**src/rtl/mux4_rr_arbiter_pkg.sv**
```systemverilog
// Shared definitions for the round-robin arbiter in front of the 4:1 bit mux.
// State encodings, requester count/index width and the mux select function.
package mux4_rr_arbiter_pkg;

    localparam int unsigned NREQ  = 4;
    localparam int unsigned IDX_W = 2;

    typedef enum logic {
        ST_IDLE  = 1'b0,
        ST_GRANT = 1'b1
    } state_e;

    // 4:1 bit mux: sel1 is the MSB of the input index, sel2 the LSB.
    function automatic logic mux4(input logic [NREQ-1:0] din, input logic sel1, input logic sel2);
        return din[{sel1, sel2}];
    endfunction

endpackage

```
**src/rtl/mux4_rr_arbiter_rr_pick4.sv**
```systemverilog
// Combinational rotate-priority picker: first asserted request at or after ptr, wrapping 3->0.
module rr_pick4
    import mux4_rr_arbiter_pkg::*;
(
    input  logic [NREQ-1:0]  req,
    input  logic [IDX_W-1:0] ptr,
    output logic             found,
    output logic [IDX_W-1:0] idx
);

    logic [IDX_W-1:0] cand;

    // Walk the rotation backwards so the candidate closest to ptr overwrites the others.
    always_comb begin
        found = 1'b0;
        idx   = ptr;
        cand  = '0;
        for (int k = int'(NREQ) - 1; k >= 0; k--) begin
            cand = ptr + IDX_W'(k);
            if (req[cand]) begin
                found = 1'b1;
                idx   = cand;
            end
        end
    end

endmodule

```
**src/rtl/mux4_rr_arbiter.sv**
```systemverilog
// Round-robin arbiter sharing one 4:1 bit mux between four requesters,
// with a hold limit per owner and a registered data_out/data_vld stage.
module mux4_rr_arbiter
    import mux4_rr_arbiter_pkg::*;
#(
    parameter int unsigned MAX_HOLD = 4,
    parameter int unsigned HOLD_W   = 3
) (
    input  logic            clk,
    input  logic            rst_n,
    input  logic [NREQ-1:0] req,
    input  logic [NREQ-1:0] d,
    output logic [NREQ-1:0] gnt,
    output logic            sel1,
    output logic            sel2,
    output logic            data_out,
    output logic            data_vld
);

    state_e            state_q, state_d;
    logic [IDX_W-1:0]  owner_q, owner_d;
    logic [IDX_W-1:0]  ptr_q, ptr_d;
    logic [HOLD_W-1:0] hold_q, hold_d;
    logic [NREQ-1:0]   gnt_q, gnt_d;

    logic              pick_found;
    logic [IDX_W-1:0]  pick_idx;

    // While granted ptr already equals owner+1, so one picker serves both states.
    rr_pick4 u_pick (
        .req   (req),
        .ptr   (ptr_q),
        .found (pick_found),
        .idx   (pick_idx)
    );

    always_ff @(posedge clk or negedge rst_n) begin
        if (!rst_n) begin
            state_q <= ST_IDLE;
            owner_q <= '0;
            ptr_q   <= '0;
            hold_q  <= '0;
            gnt_q   <= '0;
        end else begin
            state_q <= state_d;
            owner_q <= owner_d;
            ptr_q   <= ptr_d;
            hold_q  <= hold_d;
            gnt_q   <= gnt_d;
        end
    end

    always_comb begin
        state_d = state_q;
        owner_d = owner_q;
        ptr_d   = ptr_q;
        hold_d  = hold_q;
        gnt_d   = gnt_q;

        case (state_q)
            ST_IDLE: begin
                gnt_d = '0;
                if (pick_found) begin
                    state_d = ST_GRANT;
                    owner_d = pick_idx;
                    ptr_d   = pick_idx + IDX_W'(1);
                    hold_d  = '0;
                    gnt_d   = NREQ'(1) << pick_idx;
                end
            end
            ST_GRANT: begin
                if (req[owner_q] && (hold_q < HOLD_W'(MAX_HOLD - 1))) begin
                    hold_d = hold_q + HOLD_W'(1);
                end else if (pick_found) begin
                    // Handover or expiry re-grant; the search wraps back to the owner last.
                    owner_d = pick_idx;
                    ptr_d   = pick_idx + IDX_W'(1);
                    hold_d  = '0;
                    gnt_d   = NREQ'(1) << pick_idx;
                end else begin
                    state_d = ST_IDLE;
                    hold_d  = '0;
                    gnt_d   = '0;
                end
            end
            default: begin
                state_d = ST_IDLE;
                gnt_d   = '0;
            end
        endcase
    end

    // Data stage samples the mux through the registered select; holds while idle.
    always_ff @(posedge clk or negedge rst_n) begin
        if (!rst_n) begin
            data_out <= 1'b0;
            data_vld <= 1'b0;
        end else begin
            if (|gnt_q) begin
                data_out <= mux4(d, owner_q[1], owner_q[0]);
            end
            data_vld <= |gnt_q;
        end
    end

    assign gnt  = gnt_q;
    assign sel1 = owner_q[1];
    assign sel2 = owner_q[0];

endmodule

```
**config.mk**
```make
export PLATFORM = sky130hd
export DESIGN_NAME = mux4_rr_arbiter
export DESIGN_NICKNAME = d
export VERILOG_FILES = /design/src/rtl/mux4_rr_arbiter_pkg.sv /design/src/rtl/mux4_rr_arbiter_rr_pick4.sv /design/src/rtl/mux4_rr_arbiter.sv
export SDC_FILE = /design/constraint.sdc
export NUM_CORES = 1
export LEC_CHECK = 0
export ABC_AREA = 1
export ABC_CLOCK_PERIOD_IN_PS = 1750
export CAP_MARGIN = 20
export CORE_UTILIZATION = 45
export CTS_BUF_LIST = sky130_fd_sc_hd__clkbuf_16
export DETAILED_ROUTE_END_ITERATION = 10
export PLACE_DENSITY = 0.83
export SYNTH_ARGS = -nofsm -noshare
export SYNTH_HDL_FRONTEND = slang
export SYNTH_SLANG_ARGS = --single-unit
export TNS_END_PERCENT = 5
```
**constraint.sdc**
```tcl
create_clock -name clk -period 1.75 [get_ports clk]
set_input_delay 0.175 -clock clk [delete_from_list [all_inputs] [get_ports clk]]
set_output_delay 0.175 -clock clk [all_outputs]
set_load 0.01 [all_outputs]
```
Word level (Yosys, flattened, before mapping)
Index checks and enable logic that the tools add are counted.

operators by class
  equal/unequal tests = 2
  magnitude comparators = 6
  add/sub/neg operators = 5
  reduce and logical (&&, ||, !) cells = 2
  bitwise logic cells = 1
  multiplexer cells = 35
  shift operators = 1

operators by type and width
  cell                                                count
  two-way mux 2 bit                                   8
  < comparator 2 x 3 -> 1 bit, second input constant  5
  binary-select mux 1 bit (select 2 bit)              6
  two-way mux 1 bit                                   12
  two-way mux 4 bit                                   2
  one-hot mux 2 bit (2 select lines)                  2
  one-hot mux 4 bit (2 select lines)                  1
  two-way mux 3 bit                                   2
  one-hot mux 3 bit (2 select lines)                  1
  adder 2 x 1 -> 2 bit, second input constant         2
  adder 2 bit, second input constant                  2
  != test 2 bit, second input constant                2
  OR reduction 4 bit                                  1
  << shifter 1 x 2 -> 4 bit, first input constant     1
  adder 3 x 1 -> 3 bit, second input constant         1
  < comparator 3 x 2 -> 1 bit, second input constant  1
  one-hot mux 1 bit (2 select lines)                  1
  logical AND 1 bit                                   1
  NOT 1 bit                                           1

word-level totals
  output and inout bits = 8
  input port bits = 10
  flip-flop bits (word level) = 14

Longest topological paths before layout
  word-level depth = 11
  mapped depth = 14
  gate-level depth less buffers = 13

Modules after synthesis
From an unflattened synthesis, not the netlist that was laid out.

second synthesis, totals
  cell total of the unflattened synthesis = 138
  area total of the unflattened synthesis = 970.9 µm²

by module, submodules not included
  module           instances  cells an instance  area an instance (µm²)
  mux4_rr_arbiter  1          85                 737.0
  rr_pick4         1          53                 234.0

Least setup slack after synthesis
Ideal clock, no wire load.

  path type = register to register
  from = register ptr_q[0]
  to = register ptr_q[1]
  data arrival time = 1.286 ns
  period minus slack after synthesis = 1.407 ns
  slack = 0.343 ns
  data required time = 1.629 ns
  cell stages (with the launch flop) = 12
  buffers on the path = 1
  cell sequence = dfrtp_1 buf_6 inv_6 nand2_1 nand2_2 nand2_2 nand2_2 nor2_1 a21oi_2 nor2_2 a21oi_1 nand2_1

on the way
  word-level cells in the longest chain between the ends = 11
  elaborated cells between the ends (all ways) = 23

ends and longest elaborated chain
  what                                     RTL line                                      source
  start: declaration                       mux4_rr_arbiter.sv:22                         logic [IDX_W-1:0] ptr_q, ptr_d;
  start signal: assignment                 mux4_rr_arbiter.sv:47                         ptr_q <= ptr_d;
  adder 2 bit                              mux4_rr_arbiter_rr_pick4.sv:19                cand = ptr + IDX_W'(k);
  binary-select mux 1 bit (select 2 bit)   mux4_rr_arbiter_rr_pick4.sv:20                if (req[cand]) begin
  two-way mux 1 bit (not written as such)  mux4_rr_arbiter_rr_pick4.sv:20
  two-way mux 2 bit (4 in a row)           mux4_rr_arbiter_rr_pick4.sv:20
  adder 2 x 1 -> 2 bit                     mux4_rr_arbiter.sv:66, mux4_rr_arbiter.sv:77
  two-way mux 2 bit *                      mux4_rr_arbiter.sv:63, mux4_rr_arbiter.sv:74
  two-way mux 2 bit                        mux4_rr_arbiter.sv:72                         if (req[owner_q] && (hold_q < HOLD_W'(MAX_HOLD - 1))) begin
  one-hot mux 2 bit (2 select lines) *     mux4_rr_arbiter.sv:60                         case (state_q)

Every way passes the cells marked *; elsewhere a longest branch is shown, timed or not. The select of a mux whose other input is x is not followed.
A chain may end at the register's enable or synchronous reset.

Worst setup path after layout
Ends and elaborated chain as after synthesis.

==> impl_metrics.ini <==
[run_status]
status = completed

[synthesis]
yosysUniqueCellTypes = 22
synth.area.mux_share = 0
async_reset_ff_frac = 1.00
ys_seq_area_frac = 0.399
syn_nets = 132
synth_common_cells = 37 x nand2_1, 14 x dfrtp_1, 14 x nand2_2
synth_ff_type = dfrtp_1
synth_area_leader_cell = dfrtp_1
synth.area.top_cells = dfrtp_1 40%, nand2_1 16%, nand2_2 10%
synth_xor_area_frac = 0
synth.most_common_cell = nand2_1
synth_top_family_by_area = simple AND/OR/NAND/NOR gates
avgSynthCellArea_um2 = 7.25
synth_compound_area_frac = 0.0785
syn_inst = 121
yosysTopAreaCellShare = 0.399
synth-seq-cells = 14
synthSimpleGateAreaFrac = 0.429
synth_edf_count = 0
ys.warnings.count = 0
synth_area_um2 = 877
yosys.area_share.adder = 0.0143

[worst_setup_path]
arrival_ps = 1750
required_ps = 1870
path_max_fanout = 10
critical_path_class = flip-flop to flip-flop
setup.worst_path.start_class = flip-flop
worst_setup_path_end_kind = flip-flop

[clock_tree]
cts_sinks = 14
clk_pin_slew_worst_paths_ps = 40
numCtsBuffers = 3
cts_buffer_depth = 2
cts_tree = done
cts_root_buffer = clkbuf_16
postCtsSetupRepairBufs = 0
clock_latency_ps = 240
cts_resized = 0
ctsHoldBuffers = 0
htree_levels = 1

[placed_design]
numPortBuffers = 17
pre_cts_ws_ps = -65.0
place_hpwl_um = 1480
gp_congestion = 0.903
place_area_mm2 = 0.00109

[global_route]
antenna_found_initial = 0
grt_pass1_vias = 752
globalRoute.totalOverflow = 0
grt_first_pass_wirelength_um = 2950
grt_max_degree = 15
grtUsageTotal = 0.199

[finish]
layout.nets = 155
final_cell_area_mm2 = 0.00117
final_util = 0.658
layout-drive-gt1-share = 0.203
syn2layout_area_growth_pct = 33.8
antenna_cells = 0

[timing]
setup_ws_ps = 117
finalHoldViolCount = 0
post-route-period-util = 0.933
final.min_clock_period_ps = 1630
drv_slew = 0
max_slew.worst_pin.slew_ps = 598
holdWs_ps = 315
max-slew-margin-rel = 0.600
skew_ps = 4.50
rsz0062_at_grt = no
setup_viol = 0
fmaxAchievable_mhz = 612

[detailed_routing]
wl_met2_um = 942
drc_errors = 0
met1Wirelength_um = 796
dr.pass1.iters = 4
vias = 846
postRouteAntennaNets = 0
viasPerCell = 5.04
routed-wl-met3_um = 145
routed.top_layer = met3
drt_iter0_drc = 15
wl_um = 1880
post_drt_wl_per_cell_um = 11.2

[flow_run]
cap_violations = 0

[floorplanning]
start_util = 0.492
die_area_mm2 = 0.00213
core_region_area_mm2 = 0.00178
die_h_um = 46.2
num_rows = 15
die_x_um = 46.2
io_pins = 18

[pwr]
powerDensity_mw_per_mm2 = 2210
leakage_uw = 0.000588
ir_drop_mv = 1.20

[min_path]
hold_path.class = input port to async pin
## flip-flops by register name, indices dropped and copies added (netlist names)
register and cells:
data_out 1, data_vld 1, gnt 4, owner_q 2, state_q 1, ptr_q 2, hold_q 3
## worst paths after layout
check / startpoint / to / slack (ps) / depth (start not counted)
setup / recovery: ptr_q[0]$_DFFE_PN0P_ / ptr_q[1]$_DFFE_PN0P_ / 120 / 11
hold / removal: rst_n / data_out$_DFFE_PN0P_ / 320 / 1
setup reg to reg: ptr_q[0]$_DFFE_PN0P_ / ptr_q[1]$_DFFE_PN0P_ / 120 / 11
hold reg to reg: hold_q[2]$_DFFE_PN0P_ / hold_q[2]$_DFFE_PN0P_ / 480 / 2
max in group asynchronous: rst_n / gnt[2]$_DFFE_PN0P_ / 1040 / 1
min in group clk: hold_q[2]$_DFFE_PN0P_ / hold_q[2]$_DFFE_PN0P_ / 480 / 2
## cells by family (layout without fill, tap and decap cells)
| family | after synthesis | count (layout) |
|---|---|---|
| flops | 14 | 14 |
| simple gates | 79 | 79 |
| buf+inv | 15 | 37 |
| compound gates | 12 | 12 |
| fa+ha+maj | 1 | 1 |
## where the power goes
part,internal [uW],switching [uW]
clock network,301,117
logic,643,957
registers,471,106
## area by class of cell
class / count / area [um2]
Fill cell: 145 / 609
Multi-Input combinational cell: 92 / 458
Sequential cell: 14 / 350
Timing Repair Buffer: 19 / 198
Clock buffer: 3 / 75.1
Inverter: 14 / 57.6
Tap cell: 25 / 31.3
Clock inverter: 1 / 3.75
## placed cells by master (no fill, tap or decap), drive strengths merged
cell type and instances:
nand2 52, clkdlybuf4s50 17, dfrtp 14, inv 14, nand3 12, nor2 12, o21ai 6, a21oi 4
clkbuf 3, buf 2, or4 1, nand3b 1, nand4 1, a31oi 1, a22o 1, ha 1
clkinv 1
## layer usage
layer	up-vias	global-route usage
met4	0	0.0471
met1	388	0.226
met3	0	0.0824
met5	-	0
li1	428	-
met2	30	0.344
## through the flow
step                      power [uW]  instances  setup TNS [ps]
after CTS                       2610        168               0
after global routing            2810        168               0
after detailed placement        2170        164           -65.0
after floorplan                 1690        121               0
after global placement          2120        164               0
final                           2590        168               0
## worst max-delay path, stage by stage, from the launching register on
cell and delay [ps]:
dfrtp_1 390, buf_12 150, inv_6 80, nand2_1 70, nand3_1 100, nand2_1 90, nor2_1 130, nand2_2 100
nand2_4 100, nor2_2 60, a21oi_1 170, nand2_1 70
Power figures use the tool's default switching activity.
